File: src/rtl/d_debounce.sv
// d_debounce: synchronises a raw level and only passes changes that hold for STABLE_CYCLES samples.
module d_debounce #(
  parameter int SYNC_STAGES   = 2,
  parameter int STABLE_CYCLES = 4,
  parameter int CNT_W         = 8
) (
  input  logic clk,
  input  logic rst,
  input  logic d_in,
  output logic d,
  output logic rise,
  output logic fall,
  output logic busy
);
  typedef enum logic {STABLE, CHECK} state_t;
  state_t state_q, state_d;
  logic [SYNC_STAGES-1:0] s_q;
  logic [CNT_W-1:0] cnt_q, cnt_d;
  logic d_q, d_d, rise_q, rise_d, fall_q, fall_d;
  logic d_sync;
  assign d_sync = s_q[SYNC_STAGES-1];
  always_ff @(posedge clk or posedge rst) begin
    if (rst) begin
      s_q     <= '0;
      state_q <= STABLE;
      cnt_q   <= '0;
      d_q     <= 1'b0;
      rise_q  <= 1'b0;
      fall_q  <= 1'b0;
    end else begin
      s_q     <= {s_q[SYNC_STAGES-2:0], d_in};
      state_q <= state_d;
      cnt_q   <= cnt_d;
      d_q     <= d_d;
      rise_q  <= rise_d;
      fall_q  <= fall_d;
    end
  end
  // cnt counts agreeing samples; the last one flips d and fires the matching strobe
  always_comb begin
    state_d = state_q;
    cnt_d   = '0;
    d_d     = d_q;
    rise_d  = 1'b0;
    fall_d  = 1'b0;
    if (d_sync != d_q) begin
      if (state_q == STABLE) begin
        state_d = CHECK;
        cnt_d   = CNT_W'(1);
      end else if (cnt_q == CNT_W'(STABLE_CYCLES - 1)) begin
        state_d = STABLE;
        d_d     = ~d_q;
        rise_d  = ~d_q;
        fall_d  = d_q;
      end else begin
        cnt_d = cnt_q + CNT_W'(1);
      end
    end else begin
      state_d = STABLE;
    end
  end
  assign d    = d_q;
  assign rise = rise_q;
  assign fall = fall_q;
  assign busy = (state_q == CHECK);
endmodule

File: config.mk
export PLATFORM = sky130hd
export DESIGN_NAME = d_debounce
export DESIGN_NICKNAME = d
export VERILOG_FILES = /design/src/rtl/d_debounce.sv
export SDC_FILE = /design/constraint.sdc
export NUM_CORES = 1
export LEC_CHECK = 0
export ABC_CLOCK_PERIOD_IN_PS = 1600
export BUFFER_PORTS_ARGS = -buffer_cell sky130_fd_sc_hd__buf_2
export CORE_UTILIZATION = 30
export CTS_CLUSTER_DIAMETER = 100
export CTS_CLUSTER_SIZE = 14
export DETAILED_ROUTE_END_ITERATION = 10
export HOLD_SLACK_MARGIN = 0.12
export PLACE_DENSITY = 0.57
export RECOVER_POWER = 100
export SETUP_SLACK_MARGIN = 0.15
export SKIP_CTS_REPAIR_TIMING = 1
export SLEW_MARGIN = 15
export SYNTH_ARGS = -nofsm -noshare
export SYNTH_HDL_FRONTEND = slang
export SYNTH_SLANG_ARGS = --single-unit
File: constraint.sdc
create_clock -name clk -period 1.6 [get_ports clk]
set_input_delay 0.08 -clock clk [delete_from_list [all_inputs] [get_ports clk]]
set_output_delay 0.08 -clock clk [all_outputs]
set_load 0.1 [all_outputs]
Word-level counts from Yosys, hierarchy flattened
Index checks and enable logic that the tools add are counted.

word-level totals
  logic and storage cells = 23
  output and inout port bits = 4
  input port bits = 3
  register bits = 14

cells by class
  muxes and demuxes = 12
  add/sub/neg operators = 1
  equality and inequality tests = 2
  bitwise logic cells = 1
  reductions and logical operators = 1

operators with widths
  kind                 count
  $mux 8               3
  $mux 1               9
  $add 8x1->8 const B  1
  $eq 8x2->1 const B   1
  $reduce_and 3->1     1
  $ne 1x1->1           1
  $not 1->1            1

Logic depth before layout (Yosys ltp)
Gate-level depths: netlist (run 1).

  word-level depth = 4
  depth in mapped cells = 4
  depth with buffers taken out = 4

Worst setup path after synthesis (run 1)
Ideal clock, no wire load.

  path type = register -> register
  from = reg d_q (netlist: d)
  to = reg cnt_q[7]
  required time = 1.523 ns
  path buffers = 0
  library setup time = 0.077 ns
  stages on the path, launching flop included = 4
  slack = -0.104 ns
  period minus slack after synthesis = 1.704 ns
  arrival time = 1.626 ns
  cell sequence = dfrtp_1 xnor2_1 a211o_2 a21oi_1

between the ends
  cells in the longest elaborated chain, start to end = 2

RTL lines
  what                    line  text
  from (decl)             19    logic d_q, d_d, rise_q, rise_d, fall_q, fall_d;
  from (signal assigned)  27    d_q <= 1'b0;
  from (signal assigned)  34    d_q <= d_d;
  $ne 1x1->1              46    if (d_sync != d_q) begin
  $mux 8                  46
  named net cnt_d[7]      18    logic [CNT_W-1:0] cnt_q, cnt_d;
  to (signal assigned)    33    cnt_q <= cnt_d;
  to (decl)               18

The timed path passes the listed nets, and every way through them passes these cells.
A chain may end at the register's enable or synchronous reset.

Worst setup path in the final report (run 1)
  from = reg cnt_q[0]
  to = reg cnt_q[7]

between the ends
  cells in the longest elaborated chain, start to end = 4
  elaborated cells between the ends (all ways) = 5
  those cells by class = 1 x add/sub; 1 x eq/ne; 3 x mux

RTL lines
  what                                       line    text
  $add 8x1->8 or $eq 8x2->1 (tied branches)  56, 50
  $mux 8 *                                   50      end else if (cnt_q == CNT_W'(STABLE_CYCLES - 1)) begin
  $mux 8 *                                   47      if (state_q == STABLE) begin
  $mux 8 *                                   46
  named net cnt_d[7]                         18

Mark *: on every way through the listed nets, which the timed path passes. The rest lies on a longest branch.

==> qor.log, run 1 <==
[status] outcome finished, final reports clean
[worst_setup_path] startpoint types register
[timing] max-slew violation count 0
[clocking] Inserted Clock Buffers 3
[timing] fraction of the cycle the final worst path needs 0.906
[floorplan] total core area 1960 µm²
[worst_setup_path] required time worst endpoint 1.81 ns
[power_and_ir_drop] Worst IR Drop VDD 661 µV
[worst_setup_path] CP arrival 1.66 ns
[detailed_routing] via-per-instance ratio 4.57
[finish] number of nets in the layout 72
[grt] total gr overflow 0
[floorplan] DIE WIDTH 47.6 µm
[detailed_routing] router iterations before antenna repair 4
[finish] final-layout fill cell count 199
[grt] total routing resource utilization after global routing 0.0962
[timing] setup repair after global routing missed its margin yes
[finish] ratio of cells with drive above 1 in the final layout 0.303
[timing] Setup Total Neg Slack 0 ns
[timing] Peak Freq 0.690 GHz
[job] maximum capacitance violations 0
[detailed_routing] total via count in the routed design 425
[synth] Mapped Nets 58
[clocking] H-Tree Level Count 1
[synth] cell count after synthesis 53
[worst_setup_path] Worst R2R Path Depth 5
[synth] Post-Synthesis Mean Instance Area 11.8 µm²
[worst_setup_path] kind of end point of the critical path register
[timing] measured slew at the worst slew-check pin 0.540 ns
[clocking] clock tree root buffer cell sky130_fd_sc_hd__clkbuf_4
[timing] Max-slew headroom 0.641
[detailed_routing] post-detailed-routing wire length 1060 µm
[hold_path] Min-Delay Path Depth 0
[worst_setup_path] start-to-end type of the worst setup path reg -> reg
[finish] most common library cell in the layout ignoring fill and taps sky130_fd_sc_hd__dfrtp_1
[detailed_routing] post-detailed-route DRC marker count 0
[timing] final setup vio count 0
[finish] Multi-input gate area 283 µm²
[synth] post-synthesis cell area 624 µm²
[placed_design] number of I/O port buffers 6
[floorplan] number of cell rows 16
[placed_design] routability cong. 0.664
[power_and_ir_drop] Total Power 0.00123 W
[clocking] clock sink count 14
[timing] Fin. Hold Viols 0
[finish] Seq. cell area 353 µm²
[detailed_routing] highest metal used met4
[power_and_ir_drop] power density normalized to cell area 1590 nW/µm²
[grt] initial antenna violation count 0
[grt] global-route wire length before repair 1470 µm
[detailed_routing] WL per Instance 11.4 µm
[detailed_routing] wire length on met2 534 µm
[grt] pin count of the biggest net entering global routing 15
[synth] sequential fraction of the synthesis area 0.561
[detailed_routing] post-route antenna net violation count 0
[finish] most frequent cells in the layout sky130_fd_sc_hd__dfrtp_1 (12), sky130_fd_sc_hd__inv_1 (4), sky130_fd_sc_hd__nor2_1 (4), sky130_fd_sc_hd__clkbuf_2 (4)
[finish] # diodes 0
[floorplan] ports placed on the boundary 7
[floorplan] Die Y-Extent 47.6 µm
[placed_design] post-detailed-placement half-perimeter wirelength 733 µm
[synth] number of warnings printed during yosys synthesis 0
[grt] via count of the first global-routing pass 354
[detailed_routing] wire length the detailed router placed on met1 507 µm
[timing] Clock Skew 0.000797 ns
[synth] synthesis-stage register bit count 14
[worst_setup_path] R2R Setup Slk 0.15 ns
[power_and_ir_drop] Leakage 0.327 nW
[floorplan] effective utilization at floorplan 0.318
[clocking] deepest clock path buffer count 2
[hold_path] worst min-delay path class reg -> reg
[synth] number of different library cells in the post-synthesis netlist 21
[timing] shortest clock period the worst path allows after layout 1.45 ns
[floorplan] die footprint 2270 µm²
[clocking] clock-pin slew reported for the worst setup and hold paths after clock tree synthesis 0.08 ns
[worst_setup_path] critical path peak fanout 5
[clocking] worst skew pair latency 0.28 ns
[detailed_routing] detailed-routed wire length on met3 14 µm
[detailed_routing] detailed router's first-iteration violation count 5
[clocking] CTS tree done
[finish] layout-stage area growth over the synthesis result 24.0%
## layout make-up
class / count / area share
flip-flops and latches: 14 / 0.456
multi-input cells: 35 / 0.365
repair buffers: 9 / 0.0695
clock buffers: 4 / 0.0468
well taps: 27 / 0.0436
inverters: 4 / 0.0194
## critical path, cell delays in order, from the launching register on
cell and delay (ns):
sky130_fd_sc_hd__dfrtp_1 0.45, sky130_fd_sc_hd__ha_4 0.19, sky130_fd_sc_hd__nor4b_4 0.13, sky130_fd_sc_hd__clkbuf_1 0.13, sky130_fd_sc_hd__a211o_4 0.36, sky130_fd_sc_hd__a21oi_2 0.11
## cells in the mapped netlist (all sizes together)
master,count,area [µm²]
a211o,1,10.0
a21o,1,8.76
a21oi,4,20.0
a31oi,1,6.26
dfrtp,14,350
ha,2,25.0
inv,4,15.0
mux2,1,15.0
nand2,1,3.75
nand2b,1,6.26
nand3,4,25.0
nand4,1,6.26
nor2,4,15.0
nor3,1,10.0
nor3b,2,15.0
nor4b,1,23.8
o21ai,3,15.0
or3,3,18.8
xnor2,3,26.3
xor2,1,8.76
## stage by stage
step	cell area, µm²	instances	worst slack, ns	utilization	hold slack (ns)
final	774	93	0.151	0.395	0.356
after global routing	774	93	0.0755	0.395	0.368
after CTS	727	90	0.0809	0.371	-0.168
after detailed placement	691	86	0.0915	0.352	0.143
after global placement	691	86	0.131	0.352	0.140
after floorplan	627	53	0.179	-	-0.0309
## registers in the layout, indices dropped and copies added (netlist names)
signal / flops
fall: 1
cnt_q: 8
d: 1
busy: 1
s_q: 2
rise: 1
## routing by layer
layer | track usage | up-vias
met3 | 0.0226 | 2
met1 | 0.121 | 206
li1 | - | 211
met4 | 0.0667 | 0
met5 | 0 | -
met2 | 0.145 | 6
## kinds of logic (layout without fill, tap and decap cells)
group,Yosys count,count (layout),share of synthesized area
multiplexers,1,1,0.0240
XOR/XNOR,4,4,0.0561
buffers and inverters,4,17,0.0240
AO/OA/AOI/OAI,10,10,0.0962
AND/OR/NAND/NOR,18,18,0.198
adder cells (fa/ha/maj),2,2,0.0401
flip-flops,14,14,0.561
## where the power goes
| part | switching (W) | internal, W | total (W) |
|---|---|---|---|
| combinational | 0.000327 | 0.000150 | 0.000477 |
| sequential | 0.0000846 | 0.000415 | 0.000500 |
| clock | 0.000114 | 0.000138 | 0.000253 |
## final timing paths
kind,start,endpoint
setup / recovery,cnt_q[0]$_DFF_PP0_,cnt_q[7]$_DFF_PP0_
hold / removal,s_q[0]$_DFF_PP0_,s_q[1]$_DFF_PP0_
setup reg to reg,cnt_q[0]$_DFF_PP0_,cnt_q[7]$_DFF_PP0_
hold reg to reg,s_q[0]$_DFF_PP0_,s_q[1]$_DFF_PP0_
max in group asynchronous,rst,busy$_DFF_PP0_
min in group asynchronous,rst,fall$_DFF_PP0_
No activity file was read; power rests on OpenSTA's default activity.
==> run 2, diff against run 1 <==
Settings changed: REMOVE_ABC_BUFFERS set to 1.
==> run 2 against run 1 <==
Against the previous run:
- die area unchanged
- core utilization up 0.19 points
- register-to-register slack about the same
- clock power about the same
- total power up 0.54%
- wire length up 1.0%
- sequential share of layout area down 0.38 points
- hold slack worse by 0.0019 ns
- first-iteration DRC count unchanged
- clock skew up 0.0020 ns
- clock-buffer cell count unchanged
- largest cell class unchanged
- largest power group unchanged
==> qor.log, run 2 (synthesized netlist as in run 1, its figures left out) <==
[status] outcome finished, final reports clean
[timing] setup repair after global routing missed its margin yes
[finish] Top Registers cnt_q (8), s_q (2)
[floorplan] effective utilization at floorplan 0.318 [unchanged]
[floorplan] ports placed on the boundary 7 [unchanged]
[floorplan] total core area 1960 µm² [unchanged]
[finish] most frequent cells in the layout sky130_fd_sc_hd__dfrtp_1 (13), sky130_fd_sc_hd__a21oi_1 (4), sky130_fd_sc_hd__inv_1 (4), sky130_fd_sc_hd__nor2_1 (4), sky130_fd_sc_hd__clkbuf_2 (4)
[worst_setup_path] cell-by-cell trace of the critical path ha_4, nor4b_4, nand3_2, mux2_4
[finish] most common library cell in the layout ignoring fill and taps sky130_fd_sc_hd__dfrtp_1
[detailed_routing] total via count in the routed design 418 [-1.6%]
[grt] total routing resource utilization after global routing 0.0934 [-0.00278]
[job] maximum capacitance violations 0 [unchanged]
[finish] register containing the most flip-flops in the final layout cnt_q
[power_and_ir_drop] fraction of power consumed by sequential logic 0.405 [-0.002]
[detailed_routing] post-detailed-routing wire length 1070 µm [+1.0%]
[floorplan] DIE WIDTH 47.6 µm [unchanged]
[worst_setup_path] required time worst endpoint 1.77 ns [-0.04 ns]
[finish] # diodes 0 [unchanged]
[timing] Clock Skew 0.00283 ns [+0.00203 ns]
[clocking] H-Tree Level Count 1 [unchanged]
[floorplan] die footprint 2270 µm² [unchanged]
[worst_setup_path] startpoint types register
[finish] number of flip-flops in the largest register 8 [unchanged]
[finish] ratio of cells with drive above 1 in the final layout 0.313 [+0.0104]
[grt] total gr overflow 0 [unchanged]
[grt] pin count of the biggest net entering global routing 15 [unchanged]
[floorplan] Die Y-Extent 47.6 µm [unchanged]
[detailed_routing] detailed router's first-iteration violation count 5 [unchanged]
[finish] area of all placed cells without fillers 778 µm² [+0.48%]
[placed_design] total placed instance area 688 µm² [-0.36%]
[timing] Peak Freq 0.684 GHz [-0.92%]
[timing] Max-slew headroom 0.640 [-0.00140]
[worst_setup_path] start-to-end type of the worst setup path reg -> reg
[power_and_ir_drop] fraction of power consumed by the clock network 0.204 [-0.002]
[power_and_ir_drop] Switching Fraction 0.424 [-0.00348]
[power_and_ir_drop] net switching component of the power 0.000524 W [-0.27%]
[grt] via count of the first global-routing pass 318 [-10%]
[worst_setup_path] kind of end point of the critical path register
[floorplan] number of cell rows 16 [unchanged]
[timing] Setup Total Neg Slack 0 ns [unchanged]
[clocking] Inserted Clock Buffers 3 [unchanged]
[timing] fraction of the cycle the final worst path needs 0.914 [+0.00838]
[detailed_routing] WL per Instance 11.4 µm [about the same]
[placed_design] routability cong. 0.656 [-1.3%]
[power_and_ir_drop] Leakage 0.336 nW [+2.9%]
[placed_design] number of I/O port buffers 6 [unchanged]
[finish] final core area utilization 0.397 [+0.00191]
[finish] number of nets in the layout 73 [+1.4%]
[detailed_routing] post-route antenna net violation count 0 [unchanged]
[clocking] clock sink count 14 [unchanged]
[clocking] clock-pin slew reported for the worst setup and hold paths after clock tree synthesis 0.08 ns [about the same]
[worst_setup_path] Slowest cell on crit path sky130_fd_sc_hd__dfrtp_1
[power_and_ir_drop] power density normalized to cell area 1590 nW/µm² [about the same]
[timing] final setup vio count 0 [unchanged]
[clocking] deepest clock path buffer count 2 [unchanged]
[clocking] worst skew pair latency 0.28 ns [about the same]
[timing] Fin. Hold Viols 0 [unchanged]
[power_and_ir_drop] internal power contribution 0.000712 W [+1.2%]
[timing] measured slew at the worst slew-check pin 0.543 ns [+0.00211 ns]
[hold_path] worst min-delay path class reg -> reg
[finish] layout-stage area growth over the synthesis result 24.6%
[clocking] clock tree root buffer cell sky130_fd_sc_hd__clkbuf_4
[timing] shortest clock period the worst path allows after layout 1.46 ns [+0.0134 ns]
[grt] global-route wire length before repair 1390 µm [-5.7%]
[detailed_routing] router iterations before antenna repair 4 [unchanged]
[worst_setup_path] CP arrival 1.63 ns [-0.03 ns]
[timing] max-slew violation count 0 [unchanged]
[detailed_routing] via-per-instance ratio 4.45 [-2.7%]
[grt] initial antenna violation count 0 [unchanged]
[detailed_routing] post-detailed-route DRC marker count 0 [unchanged]
[clocking] CTS tree done
[worst_setup_path] crit-path max cell delay 0.44 ns [about the same]
[power_and_ir_drop] Worst IR Drop VDD 536 µV [-19%]
[worst_setup_path] critical path peak fanout 4 [-1]
[power_and_ir_drop] Logic pwr share 0.391 [+0.003]
run 2: changes by cell type in the layout (fill, tap and decap cells not counted), sizes merged:
cell	delta
clkbuf	-1
buf	+2
run 2: path summary, 6_finish.rpt:
path,startpoint,to,slack [ns],depth (start not counted)
min in group asynchronous,rst,rise$_DFF_PP0_,0.38,3
setup reg to reg,cnt_q[1]$_DFF_PP0_,d$_DFFE_PP0P_,0.14,4
setup / recovery,cnt_q[1]$_DFF_PP0_,d$_DFFE_PP0P_,0.14,4
hold / removal,s_q[0]$_DFF_PP0_,s_q[1]$_DFF_PP0_,0.35,0
max in group asynchronous,rst,cnt_q[0]$_DFF_PP0_,0.85,3
hold reg to reg,s_q[0]$_DFF_PP0_,s_q[1]$_DFF_PP0_,0.35,0
run 2: layout make-up:
class,count,area (µm²)
fillers,214,1180
flip-flops and latches,14,352
multi-input cells,35,277
repair buffers,10,65.1
clock buffers,4,36.3
well taps,27,33.8
inverters,4,15.0
run 2: worst max-delay path: cells and delay by family, from the launching register on:
| family | cells | cell delay, ns |
|---|---|---|
| mux | 1 | 0.32 |
| fa+ha+maj | 1 | 0.16 |
| simple gates | 2 | 0.43 |
| flops | 1 | 0.44 |
run 2: routing by layer:
layer / GRT usage / vias up / share of wire
met5: 0 / - / 0
met4: 0.0833 / 0 / 0.018
met3: 0.0226 / 2 / 0.010
met2: 0.118 / 2 / 0.49
met1: 0.129 / 200 / 0.49
li1: - / 214 / -
run 2: stage by stage:
| stage | hold WS, ns | worst slack [ns] | cells | total power (W) |
|---|---|---|---|---|
| 2_1_floorplan | -0.0308 | -0.104 | 53 | 0.000855 |
| 3_3_place_gp | 0.138 | 0.142 | 86 | 0.000929 |
| 3_5_place_dp | 0.143 | 0.0980 | 86 | 0.000934 |
| 4_1_cts | -0.159 | 0.0892 | 90 | 0.00118 |
| 5_1_grt | 0.362 | 0.0775 | 94 | 0.00131 |
| 6_report | 0.354 | 0.138 | 94 | 0.00124 |
run 2: power by group through the flow:
stage,clock [W],sequential [W],combinational (W)
2_1_floorplan,0,0.000677,0.000178
3_3_place_gp,0,0.000486,0.000443
3_5_place_dp,0,0.000491,0.000443
4_1_cts,0.000257,0.000484,0.000444
5_1_grt,0.000268,0.000515,0.000525
6_report,0.000252,0.000501,0.000483
==> run 3, diff against run 2 <==
Settings changed: ABC_AREA set to 1, PLACE_DENSITY 0.57 to 0.5.
==> run 3 against run 2 <==
Against the previous run:
- die area up 19%
- wire length up 15%
- sequential power down 5.2%
- via count up 24%
- cell area up 8.5%
- flip-flop and latch count unchanged
- final cell count up 36%
- sequential share of layout area down 3.7 points
- setup slack better by 0.15 ns
- largest cell class unchanged
- largest power group is now combinational logic
==> qor.log, run 3 <==
[status] outcome finished, final reports clean
[synth] most frequent cells after synthesis sky130_fd_sc_hd__dfrtp_1 (14), sky130_fd_sc_hd__inv_1 (14), sky130_fd_sc_hd__nand2_1 (14)
[detailed_routing] post-detailed-route DRC marker count 0 [unchanged]
[synth] number of enable flip-flop cells after synthesis 0 [unchanged]
[clocking] deepest clock path buffer count 2 [unchanged]
[worst_setup_path] critical path peak fanout 5 [+1]
[floorplan] die footprint 2690 µm² [+19%]
[detailed_routing] total via count in the routed design 520 [+24%]
[power_and_ir_drop] Leakage 0.434 nW [+29%]
[detailed_routing] post-route antenna net violation count 0 [unchanged]
[floorplan] DIE WIDTH 51.9 µm [+9.0%]
[grt] via count of the first global-routing pass 496 [+56%]
[floorplan] total core area 2280 µm² [+16%]
[timing] Clock Skew 0.00665 ns [+0.00382 ns]
[synth] leading area contributor after synthesis sky130_fd_sc_hd__dfrtp_1
[grt] met2 GRT Util 0.165 [+0.0467]
[synth] number of different library cells in the post-synthesis netlist 18 [-14%]
[detailed_routing] via-per-instance ratio 4.06 [-8.6%]
[placed_design] post-detailed-placement half-perimeter wirelength 927 µm
[synth] cell count after synthesis 88 [+66%]
[synth] post-synthesis async set-or-reset flop share 1.00 [unchanged]
[timing] slack of the critical path 0.292 ns [+0.155 ns]
[timing] measured slew at the worst slew-check pin 0.537 ns [-0.00516 ns]
[placed_design] routability cong. 0.768 [+17%]
[synth] fraction of synthesized cell area taken by the top area cell type 0.469 [-0.0921]
[finish] register containing the most flip-flops in the final layout cnt_q
[clocking] CTS tree done
[power_and_ir_drop] power density normalized to cell area 1470 nW/µm² [-7.5%]
[clocking] clock sink count 14 [unchanged]
[synth] number of warnings printed during yosys synthesis 0 [unchanged]
[synth] sequential fraction of the synthesis area 0.469 [-0.0921]
[detailed_routing] router iterations before antenna repair 4 [unchanged]
[grt] global-route wire length before repair 2120 µm [+53%]
[timing] Final Hold Slack 0.356 ns [+0.00148 ns]
[grt] pin count of the biggest net entering global routing 15 [unchanged]
[placed_design] post-place setup slack 0.395 ns [+0.297 ns]
[clocking] H-Tree Level Count 1 [unchanged]
[timing] fraction of the cycle the final worst path needs 0.817 [-0.0966]
[hold_path] worst min-delay path class reg -> reg
[clocking] clock-pin slew reported for the worst setup and hold paths after clock tree synthesis 0.09 ns [about the same]
[finish] Top Registers cnt_q (8), s_q (2)
[synth] Post-Synthesis Mean Instance Area 8.49 µm² [-28%]
[detailed_routing] post-detailed-routing wire length 1230 µm [+15%]
[timing] max-slew violation count 0 [unchanged]
[floorplan] ports placed on the boundary 7 [unchanged]
[finish] most frequent cells in the layout sky130_fd_sc_hd__nand2_1 (17), sky130_fd_sc_hd__inv_1 (14), sky130_fd_sc_hd__dfrtp_1 (14)
[worst_setup_path] start-to-end type of the worst setup path reg -> reg
[floorplan] number of cell rows 17 [+1]
[finish] number of flip-flops in the largest register 8 [unchanged]
[power_and_ir_drop] Total Power 0.00124 W [+0.37%]
[floorplan] Die Y-Extent 51.9 µm [+9.0%]
[grt] initial antenna violation count 0 [unchanged]
[worst_setup_path] CP arrival 1.51 ns [-0.12 ns]
[synth] synthesis-stage register bit count 14 [unchanged]
[timing] Peak Freq 0.765 GHz [+12%]
[grt] met3 Use GR 0.0175 [-0.00510]
[power_and_ir_drop] Worst IR Drop VDD 780 µV [+46%]
[finish] final-layout fill cell count 246 [+15%]
[timing] Fin. Hold Viols 0 [unchanged]
[synth] post-synthesis cell area 747 µm² [+20%]
[timing] setup repair after global routing missed its margin no
[finish] most common library cell in the layout ignoring fill and taps sky130_fd_sc_hd__nand2_1
[floorplan] effective utilization at floorplan 0.328 [+0.00996]
[worst_setup_path] kind of end point of the critical path register
[synth] most instantiated flip-flop cell in the synthesis netlist sky130_fd_sc_hd__dfrtp_1
[finish] number of nets in the layout 106 [+45%]
[grt] layer with the highest usage after global routing met2
[worst_setup_path] required time worst endpoint 1.81 ns [+0.04 ns]
[timing] shortest clock period the worst path allows after layout 1.31 ns [-0.155 ns]
[synth] most area-consuming cells after synthesis sky130_fd_sc_hd__dfrtp_1 (47%), sky130_fd_sc_hd__inv_1 (7.0%), sky130_fd_sc_hd__nand2_1 (7.0%), sky130_fd_sc_hd__nor2_1 (6.0%), sky130_fd_sc_hd__nor2_2 (5.0%)
[clocking] Inserted Clock Buffers 3 [unchanged]
[detailed_routing] detailed router's first-iteration violation count 9 [+4]
[finish] # diodes 0 [unchanged]
[job] maximum capacitance violations 0 [unchanged]
[finish] ratio of cells with drive above 1 in the final layout 0.240 [-0.0734]
[finish] Seq. cell area 350 µm² [-0.36%]
[clocking] clock tree root buffer cell sky130_fd_sc_hd__clkbuf_4
[timing] final setup vio count 0 [unchanged]
[finish] layout-stage area growth over the synthesis result 13.1%
[grt] total gr overflow 0 [unchanged]
[clocking] worst skew pair latency 0.28 ns [about the same]
[timing] Setup Total Neg Slack 0 ns [unchanged]
[placed_design] number of I/O port buffers 6 [unchanged]
[worst_setup_path] startpoint types register
[detailed_routing] WL per Instance 9.63 µm [-16%]
[grt] global routing usage on met1 0.145 [+0.0165]
[timing] Max-slew headroom 0.643 [+0.00343]
[grt] total routing resource utilization after global routing 0.111 [+0.0180]
[finish] Multi-input gate area 309 µm² [+12%]
run 3: cell count changes after synthesis, sizes merged, moves of 2 or more:
cell and delta:
nor3b -2, xnor2 -3, nor2 +15, or3 -3
inv +13, nand2 +20, nand3 +3, o21ai -2
run 3: where the power goes:
| group | switching, W | internal, W |
|---|---|---|
| clock | 0.000120 | 0.000139 |
| sequential | 0.0000647 | 0.000410 |
| combinational | 0.000384 | 0.000123 |
run 3: worst max-delay path, cell delays in order (launching register included):
cell and delay, ns:
sky130_fd_sc_hd__dfrtp_1 0.43, sky130_fd_sc_hd__ha_1 0.24, sky130_fd_sc_hd__nand2_1 0.07, sky130_fd_sc_hd__nor2_1 0.04
sky130_fd_sc_hd__nand2_1 0.08, sky130_fd_sc_hd__nand2_1 0.17, sky130_fd_sc_hd__a21oi_1 0.20
run 3: cells by family (layout without fill, tap and decap cells):
family,count (synthesis),after routing,synth area share
buffers and inverters,17,29,0.0854
adder cells (fa/ha/maj),2,2,0.0335
flip-flops,14,14,0.469
XOR/XNOR,2,2,0.0235
AO/OA/AOI/OAI,4,4,0.0318
AND/OR/NAND/NOR,49,49,0.357
run 3: final cells by class:
type,count,share of cell area
multi-input combinational,57,0.366
tap,28,0.0415
sequential,14,0.415
inverter,17,0.0756
timing repair buffer,8,0.0593
clock buffer,4,0.0430
run 3: worst paths after layout:
check                      cells after the start          startpoint  slack [ns]                 end
max                                            6  cnt_q[0]$_DFF_PP0_        0.29  cnt_q[2]$_DFF_PP0_
min                                            0    s_q[0]$_DFF_PP0_        0.36    s_q[1]$_DFF_PP0_
max reg2reg                                    6  cnt_q[0]$_DFF_PP0_        0.29  cnt_q[2]$_DFF_PP0_
min reg2reg                                    0    s_q[0]$_DFF_PP0_        0.36    s_q[1]$_DFF_PP0_
max in group asynchronous                      3                 rst        0.87      rise$_DFF_PP0_
min in group asynchronous                      3                 rst        0.38  cnt_q[7]$_DFF_PP0_
run 3: per-stage QoR:
| step | cell area, µm² | instances | util |
|---|---|---|---|
| floorplan | 747 | 88 | - |
| finish | 845 | 128 | 0.371 |
| detailed placement | 812 | 122 | 0.357 |
| CTS | 848 | 126 | 0.373 |
| global placement | 812 | 122 | 0.357 |
| global route | 845 | 128 | 0.371 |
run 3: layer usage:
metal	vias to the layer above	part of all wire	wire length, µm
li1	286	-	-
met1	226	0.53	648
met2	4	0.43	529
met3	4	0.020	25
met4	0	0.024	29
met5	-	0	0
